[src/rtl/button_step_pkg.sv]
// ============================================================================
// Module   : button_step_pkg
// Summary  : Shared LED display-mode codes and state-width helper.
// Revision : 1.0
// ============================================================================
`default_nettype none

package button_step_pkg;

    localparam int MODE_ONEHOT = 0;
    localparam int MODE_BAR    = 1;
    localparam int MODE_BINARY = 2;

    // A single-state counter would give $clog2 = 0; keep at least one bit.
    function automatic int state_width(input int n);
        return (n <= 1) ? 1 : $clog2(n);
    endfunction

endpackage

`default_nettype wire

[src/rtl/button_debounce.sv]
// ============================================================================
// Module   : button_debounce
// Summary  : 2-flop synchroniser plus counter debouncer for an active-low
//            button; emits a one-cycle press event on an accepted press.
// Revision : 1.0
// ============================================================================
`default_nettype none

module button_debounce #(
    parameter int DEB_W = 16
) (
    input  logic clk,
    input  logic rst_n,
    input  logic btn_n,
    output logic level,
    output logic press
);

    logic             sync1_q, sync1_d;
    logic             sync2_q, sync2_d;
    logic             deb_q,   deb_d;
    logic [DEB_W-1:0] cnt_q,   cnt_d;
    logic             differ;
    logic             cnt_full;

    always_comb begin
        sync1_d  = ~btn_n;
        sync2_d  = sync1_q;
        differ   = sync2_q ^ deb_q;
        cnt_full = &cnt_q;
        deb_d    = deb_q;
        cnt_d    = '0;
        if (differ) begin
            if (cnt_full) begin
                deb_d = ~deb_q;
            end else begin
                cnt_d = cnt_q + 1'b1;
            end
        end
    end

    always_ff @(posedge clk or negedge rst_n) begin
        if (!rst_n) begin
            sync1_q <= 1'b0;
            sync2_q <= 1'b0;
            deb_q   <= 1'b0;
            cnt_q   <= '0;
        end else begin
            sync1_q <= sync1_d;
            sync2_q <= sync2_d;
            deb_q   <= deb_d;
            cnt_q   <= cnt_d;
        end
    end

    // Only the rising edge of the debounced level is an event.
    assign press = differ & cnt_full & ~deb_q;
    assign level = deb_q;

endmodule

`default_nettype wire

[src/rtl/button_step_fsm.sv]
// ============================================================================
// Module   : button_step_fsm
// Summary  : Two-button up/down N-state stepper with wrap/saturate ends and a
//            one-hot, bar or binary LED decode of the current state.
// Revision : 1.0
// ============================================================================
`default_nettype none

module button_step_fsm
    import button_step_pkg::*;
#(
    parameter int  N_STATES = 4,
    parameter int  LED_W    = 4,
    parameter int  DEB_W    = 16,
    parameter int  WRAP     = 1,
    parameter int  MODE     = 0,
    localparam int SW       = state_width(N_STATES)
) (
    input  logic             clk,
    input  logic             rst_n,
    input  logic             btn_up_n,
    input  logic             btn_dn_n,
    output logic [LED_W-1:0] led,
    output logic [SW-1:0]    state,
    output logic             step
);

    localparam logic [SW-1:0] LAST = SW'(N_STATES - 1);

    logic          up_ev, dn_ev;
    logic          lvl_up, lvl_dn;
    logic          unused_levels;
    logic [SW-1:0] state_q, state_d;
    logic          step_q,  step_d;

    button_debounce #(.DEB_W(DEB_W)) u_deb_up (
        .clk   (clk),
        .rst_n (rst_n),
        .btn_n (btn_up_n),
        .level (lvl_up),
        .press (up_ev)
    );

    button_debounce #(.DEB_W(DEB_W)) u_deb_dn (
        .clk   (clk),
        .rst_n (rst_n),
        .btn_n (btn_dn_n),
        .level (lvl_dn),
        .press (dn_ev)
    );

    assign unused_levels = lvl_up ^ lvl_dn;

    always_comb begin
        state_d = state_q;
        if (state_q > LAST) begin
            state_d = '0;
        end else if (up_ev && !dn_ev) begin
            if (state_q == LAST) begin
                state_d = (WRAP != 0) ? '0 : state_q;
            end else begin
                state_d = state_q + 1'b1;
            end
        end else if (dn_ev && !up_ev) begin
            if (state_q == '0) begin
                state_d = (WRAP != 0) ? LAST : state_q;
            end else begin
                state_d = state_q - 1'b1;
            end
        end
        // Saturated holds and cancelled simultaneous presses leave step low.
        step_d = (state_d != state_q);
    end

    always_ff @(posedge clk or negedge rst_n) begin
        if (!rst_n) begin
            state_q <= '0;
            step_q  <= 1'b0;
        end else begin
            state_q <= state_d;
            step_q  <= step_d;
        end
    end

    generate
        if (MODE == MODE_BINARY) begin : g_binary
            always_comb begin
                led = LED_W'(state_q);
            end
        end else if (MODE == MODE_BAR) begin : g_bar
            always_comb begin
                led = '0;
                for (int k = 0; k < LED_W; k++) begin
                    led[k] = (int'(state_q) >= k);
                end
            end
        end else begin : g_onehot
            always_comb begin
                led = '0;
                for (int k = 0; k < LED_W; k++) begin
                    led[k] = (int'(state_q) == k);
                end
            end
        end
    endgenerate

    assign state = state_q;
    assign step  = step_q;

endmodule

`default_nettype wire

[config.mk]
export PLATFORM = sky130hd
export DESIGN_NAME = button_step_fsm
export DESIGN_NICKNAME = d
export VERILOG_FILES = /design/src/rtl/button_step_pkg.sv /design/src/rtl/button_debounce.sv /design/src/rtl/button_step_fsm.sv
export SDC_FILE = /design/constraint.sdc
export NUM_CORES = 1
export LEC_CHECK = 0
export CAP_MARGIN = 20
export CELL_PAD_IN_SITES_DETAIL_PLACEMENT = 0
export CELL_PAD_IN_SITES_GLOBAL_PLACEMENT = 2
export CORE_UTILIZATION = 39
export CTS_BUF_LIST = sky130_fd_sc_hd__clkbuf_16
export DETAILED_ROUTE_END_ITERATION = 12
export PLACE_DENSITY_LB_ADDON = 0.1
export RECOVER_POWER = 25
export SYNTH_ARGS = -nofsm -noshare
export SYNTH_HDL_FRONTEND = slang
export SYNTH_HIERARCHICAL = 1
export SYNTH_SLANG_ARGS = --single-unit
export TNS_END_PERCENT = 10
[constraint.sdc]
create_clock -name clk -period 2.7 [get_ports clk]
set_clock_uncertainty 0.2 [all_clocks]
set_input_delay 0.81 -clock clk [delete_from_list [all_inputs] [get_ports clk]]
set_output_delay 0.81 -clock clk [all_outputs]
set_load 0.05 [all_outputs]
==> qor.csv, run 1 <==
metric,value,unit
outcome,completed,
Mapped Nets,203,
Gate Count Post-Synth,193,
Worst R2R End,state[1],
CP max stage cell,clkdlybuf4s50_1,
RSZ-0062 raised after global routing,no,
Die Y-Extent,74.91,µm
initial DRC count,80,
Top Ports,11,
crit path time final,2.581,ns
"Avg Cell Area, Syn",10.74,µm²
Initial Util,40.59,%
Vias,1371,
CP startpoint kind,register,
hold path depth,0,
nature of the critical path endpoint,output port,
Via density,4.914,
Routed WL per cell,12.74,µm
first-pass GRT wire length,6258,µm
fin crit share,95.57,%
post_cts resized,0,
worst path required time,1.69,ns
setup violators final,0,
Yosys cell types,32,
CTS tree,done,
Seq. cell area,1026,µm²
Post-synth top flop,dfrtp_1,
clock buffer depth,2,
worst-skew pair later-pin latency,0.28,ns
Post-Route WL,3555,µm
Mapped Area,2073,µm²
Antenna diodes,0,
Slew HR,32.52,%
Filler cells,496,
"Design Area, Final",2344,µm²
hpwl dp,2449,µm
r2r startpoint,u_deb_up/cnt_q[0],
Synth Warn #,6,
"EDFF count, synth",0,
Peak Freq,387.5,MHz
Synth top area share,49.49,%
DP Worst Slack,0.4208,ns
drt drc,0,
max incr delay on CP,0.84,ns
Setup CP Type,reg2out,
share of the yosys chip area belonging to registers,49.49,%
DP Area,2213,µm²
vias in the first global route,1365,
Synth Register Bits,41,
layout cells sized above 1,15.79,%
crit-path leading delay family,buffers and inverters,
Fin Hold WS,0.1506,ns
Final nets,219,
Final Power,1.226,mW
Fin. Hold Viols,0,
placed cell count,272,
WHS Endpoint,u_deb_up/sync2_q,
row count,26,
Die ar.,5612,µm²
ys async rst share,100.0,%
Reg2Reg Depth,6,
width of the die,74.91,µm
Layout Cells excl Fill,279,
# hold bufs at CTS,0,
arrival time at the worst endpoint,1.57,ns
cell taking the most area after synthesis,dfrtp_1,
MaxCap Viol Count,0,
multi-input logic area,947.2,µm²
pin count of the biggest net entering global routing,42,
Initial DRT Pass Iterations,4,
Num CTS Buffers,5,
port bufs,10,
setup repair bufs after CTS,0,
ranking of synthesized cells by area,"dfrtp_1 (49%), xnor2_1 (11%), nor2_1 (4.9%)",
max-slew violation count,0,
Layout Utilization,45.88,%
initial antenna violation count,0,
CORE AREA,5107,µm²
CP Cell Sequence,clkdlybuf4s50_1,
Worst Path Buf+Inv,1,
CTS Sinks,41,
htree depth,2,
P&R area growth vs syn,13.04,%
hold path startpoint,u_deb_up/sync1_q,
GRT Util Overall,15.47,%
"Reg clk slew, reported paths",0.05,ns
TNS Setup,0,ns
Lkg Pwr,1.000,nW
"antenna viol nets, final",0,
r2r setup slk,0.55,ns
worst slew pin tran,1.012,ns
RD Place Congestion,0.6902,
root buffer cell,clkbuf_16,
Crit Path Max Fanout,6,
GR Overflow Total,0,
VDD IR max,0.2818,mV
Tightest Hold Check Type,reg2reg,
final worst slack,0.1195,ns
PD cells,523.1,nW/µm²
cell families (layout without fill, tap and decap cells):
group / after synthesis / in the layout / share of synthesized area, %
XOR/XNOR: 29 / 29 / 12.25
adder cells (fa/ha/maj): 6 / 6 / 3.621
AND/OR/NAND/NOR: 89 / 89 / 25.47
buffers and inverters: 16 / 32 / 4.828
multiplexers: 3 / 3 / 1.810
AO/OA/AOI/OAI: 9 / 9 / 2.535
flip-flops: 41 / 41 / 49.49
final cells by class:
| class | count | area share (%) |
|---|---|---|
| clock buffer | 5 | 5.339 |
| clock inverter | 2 | 0.3203 |
| inverter | 12 | 1.922 |
| multi-input combinational | 136 | 40.42 |
| sequential | 41 | 43.78 |
| tap | 70 | 3.737 |
| timing repair buffer | 13 | 4.485 |
how the worst max path moves through the flow:
stage                        start  cells after the start  slack (ns)       end
after floorplan           state[1]                      1        0.41    led[3]
after global placement    state[1]                      1        0.43  state[1]
after detailed placement  state[1]                      1        0.42  state[1]
after CTS                 state[1]                      1        0.11  state[1]
after global routing      state[1]                      1        0.05  state[1]
final                     state[1]                      1        0.12  state[1]
registers in the layout, indices dropped and copies added (netlist names):
signal,flops
step,1
u_deb_dn/cnt_q,16
state,2
u_deb_up/sync1_q,1
u_deb_up/level,1
u_deb_dn/level,1
u_deb_dn/sync2_q,1
u_deb_up/sync2_q,1
u_deb_up/cnt_q,16
u_deb_dn/sync1_q,1
cells in the final DEF (no fill, tap or decap), types with 3 or more instances in the layout:
cell type,n
nand3_1,8
nor2_1,27
nand2_1,7
clkdlybuf4s50_1,5
ha_1,6
buf_4,6
a21oi_1,3
nor4_1,8
nand4_1,6
xnor2_1,26
nor3_1,8
clkbuf_16,5
nor2_2,8
dfrtp_1,41
xor2_1,3
o21ai_0,3
inv_1,12
routing by layer:
metal	track usage, %	wire length [µm]	vias up
li1	-	-	683
met1	19.07	1633	663
met2	24.32	1713	19
met3	6.024	147	6
met4	6.289	62	0
met5	0	0	-
synthesized netlist by cell type (3+ instances only):
library cell   n
nand2_1        7
nor3_1         8
o21ai_0        3
inv_1         11
a21oi_1        3
nor2_1        27
nor4_1         8
xnor2_1       26
nor2_2         8
ha_1           6
dfrtp_1       41
nand3_1        8
nand4_1        6
xor2_1         3
where the power goes:
group	internal, mW	switching (mW)	total (mW)
combinational	0.0151	0.0288	0.0439
clock	0.330	0.217	0.547
sequential	0.625	0.00952	0.635
No activity file was read; power rests on OpenSTA's default activity.
==> run 2: changes to the inputs <==
--- a/config.mk
+++ b/config.mk
@@ -5,12 +5,13 @@
 export SDC_FILE = /design/constraint.sdc
 export NUM_CORES = 1
 export LEC_CHECK = 0
-export CAP_MARGIN = 20
+export CAP_MARGIN = 10
 export CELL_PAD_IN_SITES_DETAIL_PLACEMENT = 0
 export CELL_PAD_IN_SITES_GLOBAL_PLACEMENT = 2
 export CORE_UTILIZATION = 39
 export CTS_BUF_LIST = sky130_fd_sc_hd__clkbuf_16
 export DETAILED_ROUTE_END_ITERATION = 12
+export HOLD_SLACK_MARGIN = 0.15
 export PLACE_DENSITY_LB_ADDON = 0.1
 export RECOVER_POWER = 25
 export SYNTH_ARGS = -nofsm -noshare
==> results of run 2 <==
No change in the layout: final DEF, timing and power equal those of run 1.
